**config.mk**
```make
export PLATFORM = sky130hd
export DESIGN_NAME = c17_pipe_array_flat
export DESIGN_NICKNAME = d
export VERILOG_FILES = /design/src/rtl/c17_pipe_if.sv /design/src/rtl/c17_pipe_array.sv /design/src/flat_wrapper.sv
export SDC_FILE = /design/constraint.sdc
export NUM_CORES = 1
export LEC_CHECK = 0
export BUFFER_PORTS_ARGS = -buffer_cell sky130_fd_sc_hd__buf_2
export CORE_MARGIN = 5
export CORE_UTILIZATION = 45
export CTS_CLUSTER_SIZE = 30
export DETAILED_ROUTE_END_ITERATION = 6
export MAX_ROUTING_LAYER = met4
export PLACE_DENSITY = 0.64
export SYNTH_ARGS = -nofsm -noshare
export SYNTH_HDL_FRONTEND = slang
export SYNTH_SLANG_ARGS = --single-unit
```
**constraint.sdc**
```tcl
create_clock -name clk -period 1.42 [get_ports clk]
set_input_delay 0.355 -clock clk [delete_from_list [all_inputs] [get_ports clk]]
set_output_delay 0.355 -clock clk [all_outputs]
set_load 0.01 [all_outputs]
```
**src/rtl/c17_pipe_if.sv**
```systemverilog
// Valid/ready bus for the c17 pipeline array: input word stream, result stream and delivery count.
interface c17_pipe_if #(
  parameter int unsigned LANES = 4
);
  localparam int unsigned IN_W  = LANES * 5;
  localparam int unsigned OUT_W = LANES * 2;
  localparam int unsigned CNT_W = 16;

  logic             in_valid;
  logic             in_ready;
  logic [IN_W-1:0]  in_data;
  logic             out_valid;
  logic             out_ready;
  logic [OUT_W-1:0] out_data;
  logic [CNT_W-1:0] out_count;

  modport master (
    output in_valid, in_data, out_ready,
    input  in_ready, out_valid, out_data, out_count
  );

  modport slave (
    input  in_valid, in_data, out_ready,
    output in_ready, out_valid, out_data, out_count
  );
endinterface

```
**src/rtl/c17_pipe_array.sv**
```systemverilog
// Multi-lane ISCAS c17 datapath with selectable internal register cuts and a single global stall.
module c17_pipe_array #(
  parameter int unsigned LANES    = 4,
  parameter logic [1:0]  PIPE_CUT = 2'b11
) (
  input  logic        clk,
  input  logic        rst_n,
  input  logic        flush,
  c17_pipe_if.slave   bus
);
  localparam int unsigned IN_W  = LANES * 5;
  localparam int unsigned OUT_W = LANES * 2;
  localparam int unsigned CNT_W = 16;

  logic adv;
  logic load;

  // Every stage moves together; nothing moves while a result sits unaccepted.
  assign adv          = bus.out_ready | ~bus.out_valid;
  assign load         = adv & ~flush;
  assign bus.in_ready = adv;

  // ---------------- S0: input register ----------------
  logic [IN_W-1:0]  s0_data;
  logic             s0_valid;
  logic [LANES-1:0] s0_n1, s0_n2, s0_n3, s0_n6, s0_n7;

  always_ff @(posedge clk or negedge rst_n) begin
    if (!rst_n) begin
      s0_data  <= '0;
      s0_valid <= 1'b0;
    end else begin
      if (flush)    s0_valid <= 1'b0;
      else if (adv) s0_valid <= bus.in_valid;
      if (load)     s0_data  <= bus.in_data;
    end
  end

  for (genvar g = 0; g < int'(LANES); g++) begin : g_unpack
    assign s0_n1[g] = s0_data[5*g+0];
    assign s0_n2[g] = s0_data[5*g+1];
    assign s0_n3[g] = s0_data[5*g+2];
    assign s0_n6[g] = s0_data[5*g+3];
    assign s0_n7[g] = s0_data[5*g+4];
  end

  // ---------------- NAND level 1 and optional S1 cut ----------------
  logic [LANES-1:0] l1_n10, l1_n11;
  logic [LANES-1:0] s1_n10, s1_n11, s1_n2, s1_n7;
  logic             s1_valid;

  assign l1_n10 = ~(s0_n1 & s0_n3);
  assign l1_n11 = ~(s0_n3 & s0_n6);

  if (PIPE_CUT[0]) begin : g_cut1
    // N2 and N7 travel with the level-1 results so level 2 sees one consistent word.
    always_ff @(posedge clk or negedge rst_n) begin
      if (!rst_n) begin
        s1_n10   <= '0;
        s1_n11   <= '0;
        s1_n2    <= '0;
        s1_n7    <= '0;
        s1_valid <= 1'b0;
      end else begin
        if (flush)    s1_valid <= 1'b0;
        else if (adv) s1_valid <= s0_valid;
        if (load) begin
          s1_n10 <= l1_n10;
          s1_n11 <= l1_n11;
          s1_n2  <= s0_n2;
          s1_n7  <= s0_n7;
        end
      end
    end
  end else begin : g_nocut1
    assign s1_n10   = l1_n10;
    assign s1_n11   = l1_n11;
    assign s1_n2    = s0_n2;
    assign s1_n7    = s0_n7;
    assign s1_valid = s0_valid;
  end

  // ---------------- NAND level 2 and optional S2 cut ----------------
  logic [LANES-1:0] l2_n16, l2_n19;
  logic [LANES-1:0] s2_n10, s2_n16, s2_n19;
  logic             s2_valid;

  assign l2_n16 = ~(s1_n2  & s1_n11);
  assign l2_n19 = ~(s1_n11 & s1_n7);

  if (PIPE_CUT[1]) begin : g_cut2
    always_ff @(posedge clk or negedge rst_n) begin
      if (!rst_n) begin
        s2_n10   <= '0;
        s2_n16   <= '0;
        s2_n19   <= '0;
        s2_valid <= 1'b0;
      end else begin
        if (flush)    s2_valid <= 1'b0;
        else if (adv) s2_valid <= s1_valid;
        if (load) begin
          s2_n10 <= s1_n10;
          s2_n16 <= l2_n16;
          s2_n19 <= l2_n19;
        end
      end
    end
  end else begin : g_nocut2
    assign s2_n10   = s1_n10;
    assign s2_n16   = l2_n16;
    assign s2_n19   = l2_n19;
    assign s2_valid = s1_valid;
  end

  // ---------------- NAND level 3 and S3 output register ----------------
  logic [OUT_W-1:0] s3_next;
  logic [OUT_W-1:0] s3_data;
  logic             s3_valid;
  logic [CNT_W-1:0] count;

  for (genvar g = 0; g < int'(LANES); g++) begin : g_pack
    assign s3_next[2*g+0] = ~(s2_n10[g] & s2_n16[g]);
    assign s3_next[2*g+1] = ~(s2_n16[g] & s2_n19[g]);
  end

  always_ff @(posedge clk or negedge rst_n) begin
    if (!rst_n) begin
      s3_data  <= '0;
      s3_valid <= 1'b0;
      count    <= '0;
    end else begin
      if (flush)    s3_valid <= 1'b0;
      else if (adv) s3_valid <= s2_valid;
      if (load)     s3_data  <= s3_next;
      // Delivery counter survives flush and wraps freely.
      if (s3_valid && bus.out_ready) count <= count + CNT_W'(1);
    end
  end

  assign bus.out_valid = s3_valid;
  assign bus.out_data  = s3_data;
  assign bus.out_count = count;
endmodule
```
**src/flat_wrapper.sv**
```systemverilog
// flat-port wrapper written by rule: the top's interface ports become plain ports
module c17_pipe_array_flat 
#(
  parameter int unsigned LANES    = 4,
  parameter logic [1:0]  PIPE_CUT = 2'b11
)
  (clk, rst_n, flush, bus_in_valid, bus_in_data, bus_out_ready, bus_in_ready, bus_out_valid, bus_out_data, bus_out_count);
  c17_pipe_if #(.LANES(LANES)) bus_i ();
  input  logic clk;
  input  logic rst_n;
  input  logic flush;
  input wire logic [$bits(bus_i.in_valid)-1:0] bus_in_valid;
  input wire logic [$bits(bus_i.in_data)-1:0] bus_in_data;
  input wire logic [$bits(bus_i.out_ready)-1:0] bus_out_ready;
  output wire logic [$bits(bus_i.in_ready)-1:0] bus_in_ready;
  output wire logic [$bits(bus_i.out_valid)-1:0] bus_out_valid;
  output wire logic [$bits(bus_i.out_data)-1:0] bus_out_data;
  output wire logic [$bits(bus_i.out_count)-1:0] bus_out_count;
  assign bus_i.in_valid = bus_in_valid;
  assign bus_i.in_data = bus_in_data;
  assign bus_i.out_ready = bus_out_ready;
  assign bus_in_ready = bus_i.in_ready;
  assign bus_out_valid = bus_i.out_valid;
  assign bus_out_data = bus_i.out_data;
  assign bus_out_count = bus_i.out_count;
  c17_pipe_array #(.LANES(LANES), .PIPE_CUT(PIPE_CUT)) u_core (.clk(clk), .rst_n(rst_n), .flush(flush), .bus(bus_i));
endmodule
```
# [Word level (Yosys, flattened, before mapping)]
# Cells that the tools add are included.
[word_totals] regBits=76 out_inout_bits=26
[classes] n_mux=8 bitwise=28 n_reduce_logical=2 n_addsub=1
[op_table] operator="$add 16x1->16 const B" n=1
[op_table] operator="$and 4x4->4" n=4
[op_table] operator="$not 4->4" n=4
[op_table] operator="$not 1->1" n=10
[op_table] operator="$and 1x1->1" n=9
[op_table] operator="$mux 1" n=8
[op_table] operator="$reduce_bool 2->1" n=1
[op_table] operator="$logic_and 1x1->1" n=1
[op_table] operator="$or 1x1->1" n=1

# [Logic depth before layout (Yosys ltp)]
# Gate-level depths: netlist of the first run.
[logic_depth] word_depth=4 depth_mapped=5

# [Least setup slack after synthesis of the first run]
# No wires, ideal clock.
[synth_timing] kind="flip-flop to flip-flop" startpoint="register u_core.count[0], in the netlist u_core.bus.out_count[0]" endpoint="register u_core.count[12], in the netlist u_core.bus.out_count[12]" setup_ns=0.125 stages_incl_launch_ff=6 arrival_ns=1.252 n_path_buf=0 slack_ns=0.043 cell_sequence="dfrtp_1 -> ha_1 -> nand2_1 -> nor4_4 -> nand3_1 -> xnor2_1"
[synth_between] elab_chain_len=1
[synth_rtl] item="start: declaration" line="c17_pipe_array.sv:119" text="logic [CNT_W-1:0] count;"
[synth_rtl] item="start signal: assignment" line="c17_pipe_array.sv:136" text="if (s3_valid && bus.out_ready) count <= count + CNT_W'(1);"
[synth_rtl] item="$add 16x1->16" line="c17_pipe_array.sv:136"
# Every way passes these cells.
# A chain may end at the register's enable or synchronous reset.

# [Final worst setup path of the first run]
[layout_timing] startpoint="register u_core.s3_valid, in the netlist u_core.bus.out_valid" endpoint="register u_core.s0_data[8]"
[layout_between] elab_chain_len=3
[layout_rtl] item="start: declaration" line="c17_pipe_array.sv:118" text="logic s3_valid;"
[layout_rtl] item="start signal: assignment" line="c17_pipe_array.sv:133" text="else if (adv) s3_valid <= s2_valid;"
[layout_rtl] item="$not 1->1" line="c17_pipe_array.sv:19" text="assign adv = bus.out_ready | ~bus.out_valid;"
[layout_rtl] item="$or 1x1->1" line="c17_pipe_array.sv:19"
[layout_rtl] item="$and 1x1->1" line="c17_pipe_array.sv:20" text="assign load = adv & ~flush;"
[layout_rtl] item="end signal: assignment" line="c17_pipe_array.sv:35" text="if (load) s0_data <= bus.in_data;"
[layout_rtl] item="end: declaration" line="c17_pipe_array.sv:24" text="logic [IN_W-1:0] s0_data;"
# Every way passes these cells.

==> impl_results.md, run 1 <==
- Synthesis-stage register bit count: 76
- Worst path bufs/invs: 3
- Ys Warns: 0
- Die height: 90.6 µm
- Hold/Removal Path Class: in -> reg
- Std-Cell Rows: 29
- Synth unique cells: 22
- Fin worst setup slack: -0.0683 ns
- Met3 usage: 3.75%
- Post-synthesis instance total: 220
- DR vias: between 1,500 and 2,000
- First-pass GRT wire length: 9090 µm
- Post-synth EDFFs: 0
- NumNets Final: 326
- Gr busiest metal: met2
- Worst skew pair latency: 0.34 ns
- Clock root cell: clkbuf_8
- Yosys top cell by area: dfrtp_1
- Synth Net Count: about 250
- Headroom to the max-slew limit: 82.1%
- Status: finished, violations left
- Total Wirelength: about 5300 µm
- Tot GR Track Use: 14.1%
- Die footprint: 8210 µm²
- Sink Count: 76
- GR Util met2: 19.6%
- Core area: approximately 6300 µm²
- Violated checks: negative setup slack
- CTS Buf Count: 9
- Congestion Overflow GR: 0
- CTS H-Tree Depth: 3
- Crit share post-route: 105%
- Area grow syn2layout: 31.0%
- DR WL/cell: 13.9 µm
- I/O pin cnt: 51
- Critical Path AT: 1.71 ns
- Worst-path fanout max: 7
- Number of diodes: 0
- Post-DP Area: roughly 3400 µm²
- Critical path's most frequent cell: buf_12
- Initial antenna violation count: 0
- PortBufs: 50
- Worst vdd ir: 686 µV
- Leading post-synthesis cells by cell area: dfrtp_1, mux2_1, a31oi_1, nor2_1, xnor2_1
- P_leak: 1.80 nW
- Synthesized area: between 2000 and 3000 µm²
- Max clock buf depth: 2
- Largest net degree at the start of global routing: 40
- Post-synthesis xor/xnor area fraction: ~4.5%
- Power per Cell Area: approximately 1300 nW/µm²
- Vias per inst: just under 5
- Residual DRC: 0
- Design area: 3830 µm²
- Worst path cell trace: nor2b_4, buf_6, nor2_4, buf_12, buf_12, mux2_1
- Worst Path Required: 1.64 ns
- Final Wtd Congestion: 0.757
- Final Hold Viols: 0
- Synth Area in Compound Gates: 5.65%
- Critical-path top delay cell: dfrtp_1
- Final HPWL DP: 3590 µm
- Post-Synth Adder-Cell Area: 0.428%
- Detailed-router iteration count before antenna repair: 4
- Largest delay share family, worst path: flip-flops
- Share of layout cells above drive strength 1: 35.9%
- Async S/R FF share, synth: 100%
- Worst-margin pin slew: about 0.27 ns
- Max Clock Skew: 0.00763 ns
- Worst-path clk slew: about 0.080 ns
- Main combinational cell family by area after synthesis: multiplexers
- Met1 Usage GRT: between 10% and 20%
- RSZ-0062 raised after global routing: true
- Ys flop type: dfrtp_1
- Worst stage delay on the critical path: 0.38 ns
- Critical Path End Type: flop
- Maximum capacitance violations: 0
- Vias in the first global route: 1,879
- CTS tree: yes
- Fmax: 672 MHz
- Die W: 90.6 µm
- Mux cell area share after synthesis: 12.7%
- Final setup fails: 35
- Initial DRC Count: 97
- Starting density of the core: 46.0%
- Slew Limit Fails: 0
- Yosys top cell area share: 65.1%
- Startpoint types: flop
- Fin cells: 381
- # placed instances: 357
- ANT nets after route: 0
- Simple-gate share of the synthesized area: 9.97%
- Mapped Avg Cell Area: 13.3 µm²
- Register area share after synthesis: roughly 65%
- Tmin final: 1.49 ns
- Crit path kind: reg -> reg
cells in the mapped netlist, types with 2 or more instances:
cell type	count
dfrtp_1	76
mux2_1	32
nor2_1	29
a31oi_1	24
xnor2_1	12
nand2_1	10
nand3_1	10
and3_1	4
a21oi_1	3
buf_2	3
buf_4	3
xor2_1	3
buf_1	2
cells in the final DEF, fill, tap and decap left out, types with 4 or more instances in the layout:
cell type  instances
nor2_1            28
a31oi_1           24
buf_2             48
buf_4             13
mux2_1            21
mux2_4            11
buf_6              7
nand2_1           10
dfrtp_1           76
nand3_1           10
xnor2_1           12
clkbuf_8          10
and3_1             4
buf_12             7
per-layer routing:
layer / vias to the layer above / wire length [µm]
li1: 925 / -
met1: 906 / 2540
met2: 33 / 2430
met3: 10 / 242
met4: 0 / 92
met5: - / 0
power by group:
part	internal [mW]	switching, mW	total, mW
Combinational	0.381	0.303	0.684
Sequential	2.43	0.160	2.59
Clock	1.03	0.753	1.78
sequential cells by signal, summed over array words and instances, names as in the netlist:
signal / count
u_core.s2_n19: 4
u_core.s1_valid: 1
u_core.bus.out_valid: 1
u_core.s1_n10: 4
u_core.bus.out_count: 16
u_core.s2_n10: 4
u_core.s1_n2: 4
u_core.s0_valid: 1
u_core.s2_n16: 4
u_core.s1_n7: 4
u_core.s1_n11: 4
u_core.bus.out_data: 8
u_core.s0_data: 20
u_core.s2_valid: 1
final timing paths:
| check | from | to | slack, ns | cells after the start |
|---|---|---|---|---|
| max | u_core.bus.out_valid$_DFFE_PN0P_ | u_core.s0_data[8]$_DFFE_PN0P_ | -0.07 | 6 |
| min | bus_in_data[5] | u_core.s0_data[5]$_DFFE_PN0P_ | 0.22 | 2 |
| max reg2reg | u_core.bus.out_valid$_DFFE_PN0P_ | u_core.s0_data[8]$_DFFE_PN0P_ | -0.07 | 6 |
| min reg2reg | u_core.s0_data[15]$_DFFE_PN0P_ | u_core.s1_n10[3]$_DFFE_PN0P_ | 0.45 | 1 |
| max in group asynchronous | rst_n | u_core.s1_n2[3]$_DFFE_PN0P_ | 0.69 | 3 |
| min in group asynchronous | rst_n | u_core.bus.out_count[15]$_DFFE_PN0P_ | 0.52 | 3 |
cell type report:
cell class	count	area, µm²
Tap cell	77	96.3
Timing Repair Buffer	77	592
Multi-Input combinational cell	135	1020
Clock inverter	4	73.8
Inverter	1	6.26
Sequential cell	76	1900
Fill cell	526	2520
Clock buffer	11	141
stage by stage:
stage	util (%)	setup TNS [ns]	power [mW]	setup slack [ns]	hold slack [ns]
5_1_grt	60.3	-4.22	5.34	-0.125	0.210
3_3_place_gp	53.9	0	3.23	0.0418	0.345
6_report	60.3	-1.29	5.06	-0.0683	0.225
2_1_floorplan	-	0	2.92	0.0430	0.0594
4_1_cts	58.7	-0.884	5.10	-0.0646	0.215
3_5_place_dp	53.9	0	3.26	0.00568	0.348
repair_timing:
action	CTS	global route
cloned	0	1
pin swaps	0	1
setup endpoints to repair	1	49
hold buffers	1	0
resized for setup	16	5
hold endpoints to repair	76	0
setup buffers	3	4
cell families after synthesis:
| group | Yosys count |
|---|---|
| AO/OA/AOI/OAI | 27 |
| XOR/XNOR | 15 |
| adder cells (fa/ha/maj) | 1 |
| buffers and inverters | 9 |
| flip-flops | 76 |
| multiplexers | 33 |
| AND/OR/NAND/NOR | 59 |
(Power assumes the default switching activity.)
==> inputs of run 2 (changes only) <==
--- a/config.mk
+++ b/config.mk
@@ -11,7 +11,7 @@
 export CTS_CLUSTER_SIZE = 30
 export DETAILED_ROUTE_END_ITERATION = 6
 export MAX_ROUTING_LAYER = met4
-export PLACE_DENSITY = 0.64
+export PLACE_DENSITY = 0.66
 export SYNTH_ARGS = -nofsm -noshare
 export SYNTH_HDL_FRONTEND = slang
 export SYNTH_SLANG_ARGS = --single-unit
==> constraint.sdc (replaced) <==
create_clock -name clk -period 1.6 [get_ports clk]
set_input_delay 0.4 -clock clk [delete_from_list [all_inputs] [get_ports clk]]
set_output_delay 0.4 -clock clk [all_outputs]
set_load 0.01 [all_outputs]
==> run 2 against run 1 <==
Effect of this change: sequential power fell by 11%; non-clock buffer count fell by 22; the flow now finishes without violations; highest routed layer unchanged; critical endpoint is now u_core.s0_data[10]$_DFFE_PN0P_; die area unchanged; largest cell class unchanged; worst setup slack improved by 0.12 ns; clock-buffer cell count increased by 1; clock power shrank 20%.
==> impl_results.md, run 2 (synthesized netlist as in run 1, its figures left out) <==
- Status: completed
- Vias per inst: 4.98 (+1.1%)
- Metal3 WL: 217 µm (-10%)
- Final HPWL DP: 3280 µm (-8.6%)
- Area grow syn2layout: 19.6%
- Most frequent cells in the layout: dfrtp_1, buf_2, mux2_1, nor2_1, a31oi_1
- Max clock buf depth: 2 (unchanged)
- FF+latch area: 1900 µm² (unchanged)
- Largest net degree at the start of global routing: 77 (+93%)
- Clock root cell: clkbuf_8
- Design area: 3500 µm² (-8.7%)
- Fin cells: 360 (-5.5%)
- Crit share post-route: 96.7% (-8.1 points)
- WP depth: 5 (-1)
- Crit path kind: reg -> reg
- Met2 WL: 2220 µm (-8.5%)
- CTS H-Tree Depth: 3 (unchanged)
- Core area: 6350 µm² (unchanged)
- Startpoint types: flop
- Congestion Overflow GR: 0 (unchanged)
- CTS Buf Count: 9 (unchanged)
- RSZ-0062 raised after global routing: true
- Critical-path top delay cell: dfrtp_1
- Final setup fails: 0 (-100%)
- Residual DRC: 0 (unchanged)
- Die footprint: 8210 µm² (unchanged)
- Detailed-router iteration count before antenna repair: 4 (unchanged)
- CTS tree: yes
- NumNets Final: 304 (-6.7%)
- Commonest non-fill, non-tap cell in the layout: dfrtp_1
- # placed instances: 343 (-3.9%)
- Maximum capacitance violations: 0 (unchanged)
- Final Wtd Congestion: 0.758 (+0.13%)
- Worst Path Required: 1.83 ns (+0.19 ns)
- Initial DRC Count: 63 (-35%)
- Critical Path AT: 1.78 ns (+0.07 ns)
- Sink Count: 76 (unchanged)
- Worst stage delay on the critical path: 0.41 ns (+0.03 ns)
- Worst-margin pin slew: 0.400 ns (+0.133 ns)
- Die height: 90.6 µm (unchanged)
- Initial antenna violation count: 0 (unchanged)
- DR top layer: met4
- Tmin final: 1.55 ns (+0.0596 ns)
- Largest delay share family, worst path: flip-flops
- ANT nets after route: 0 (unchanged)
- Post-DP Area: 3290 µm² (-3.8%)
- Power per Cell Area: 1200 nW/µm² (-9.2%)
- DR WL/cell: 13.4 µm (-3.9%)
- Headroom to the max-slew limit: 73.3% (-8.8 points)
- P_leak: 1.60 nW (-11%)
- Post-CTS Hold Buffers: 0 (-1)
- Worst path cell trace: nor2b_4, buf_4, nor2_4, buf_12, mux2_1
- Total Wirelength: 4810 µm (-9.2%)
- Worst Reg-to-Reg Cells: 5 (-1)
- Worst vdd ir: 562 µV (-18%)
- Share of layout cells above drive strength 1: 26.9% (-9.0 points)
- Slew Limit Fails: 0 (unchanged)
- Worst-path fanout max: 47 (+40)
- Final Hold Viols: 0 (unchanged)
- Worst path bufs/invs: 2 (-1)
- PortBufs: 50 (unchanged)
- Vias in the first global route: 1,884 (+0.27%)
- Critical Path End Type: flop
- Largest Register: u_core.s0_data
- Tot GR Track Use: 13.3% (-0.88 points)
- Multi-input logic area: 972 µm² (-4.3%)
- Starting density of the core: 46.0% (unchanged)
- I/O pin cnt: 51 (unchanged)
- Fmax: 646 MHz (-3.9%)
- DR vias: 1,791 (-4.4%)
- Hold/Removal Path Class: in -> async
- Worst-path clk slew: 0.08 ns (about the same)
- Fillers: 569 (+8.2%)
- Std-Cell Rows: 29 (unchanged)
- Number of diodes: 0 (unchanged)
- Max Clock Skew: 0.0117 ns (+0.00405 ns)
- First-pass GRT wire length: 8560 µm (-5.8%)
- Largest register FFs: 20 (unchanged)
- M1 wire length: 2260 µm (-11%)
- Die W: 90.6 µm (unchanged)
- Worst skew pair latency: 0.34 ns (about the same)
## run 2: worst register-to-register path: cells and delay by family, from the launching register on
family	cells	cell delay, ns
buffers and inverters	2	0.39
flip-flops	1	0.41
multiplexers	1	0.36
AND/OR/NAND/NOR	2	0.29
## run 2: per-layer routing
metal	vias to the layer above	GRT usage, %
met5	-	-
met3	10	3.42
met4	0	7.07
met1	863	16.3
met2	38	20.0
li1	880	-
## run 2: final cells by class
class | instances | share of cell area, %
Clock inverter | 4 | 1.40
Sequential cell | 76 | 54.4
Timing Repair Buffer | 55 | 9.38
Multi-Input combinational cell | 135 | 27.8
Tap cell | 77 | 2.76
Clock buffer | 12 | 4.15
Inverter | 1 | 0.107
## run 2: per-stage QoR
stage                     power [mW]  hold slack [ns]  setup TNS (ns)  setup WS [ns]  util [%]
after floorplan                 2.59            0.104               0          0.223         -
after global placement          2.80            0.439               0          0.143      51.9
after detailed placement        2.83            0.444               0          0.125      51.9
after CTS                       4.27           0.0767               0         0.0288      55.1
after global routing            4.43           0.0968         -0.0781        -0.0174      55.1
final                           4.20           0.0549               0         0.0521      55.1
## run 2: where the power goes
group	switching, mW	leakage [nW]	internal [mW]
logic	0.228	0.600	0.235
registers	0.146	0.897	2.16
clock network	0.665	0.100	0.762
## run 2: path summary, 6_finish.rpt
| kind | start | to | slack (ns) |
|---|---|---|---|
| min in group clk | bus_in_data[7] | u_core.s0_data[7]$_DFFE_PN0P_ | 0.27 |
| hold reg to reg | u_core.s1_n2[3]$_DFFE_PN0P_ | u_core.s2_n16[3]$_DFFE_PN0P_ | 0.45 |
| max in group asynchronous | rst_n | u_core.bus.out_data[5]$_DFFE_PN0P_ | 1.22 |
| setup reg to reg | u_core.bus.out_valid$_DFFE_PN0P_ | u_core.s0_data[10]$_DFFE_PN0P_ | 0.05 |
| hold / removal | rst_n | u_core.bus.out_count[9]$_DFFE_PN0P_ | 0.05 |
| setup / recovery | u_core.bus.out_valid$_DFFE_PN0P_ | u_core.s0_data[10]$_DFFE_PN0P_ | 0.05 |
## run 2: repair_timing
action	4_1_cts	5_1_grt
gates resized for setup	0	1
endpoints found under the setup margin	1	8
setup buffers	1	0
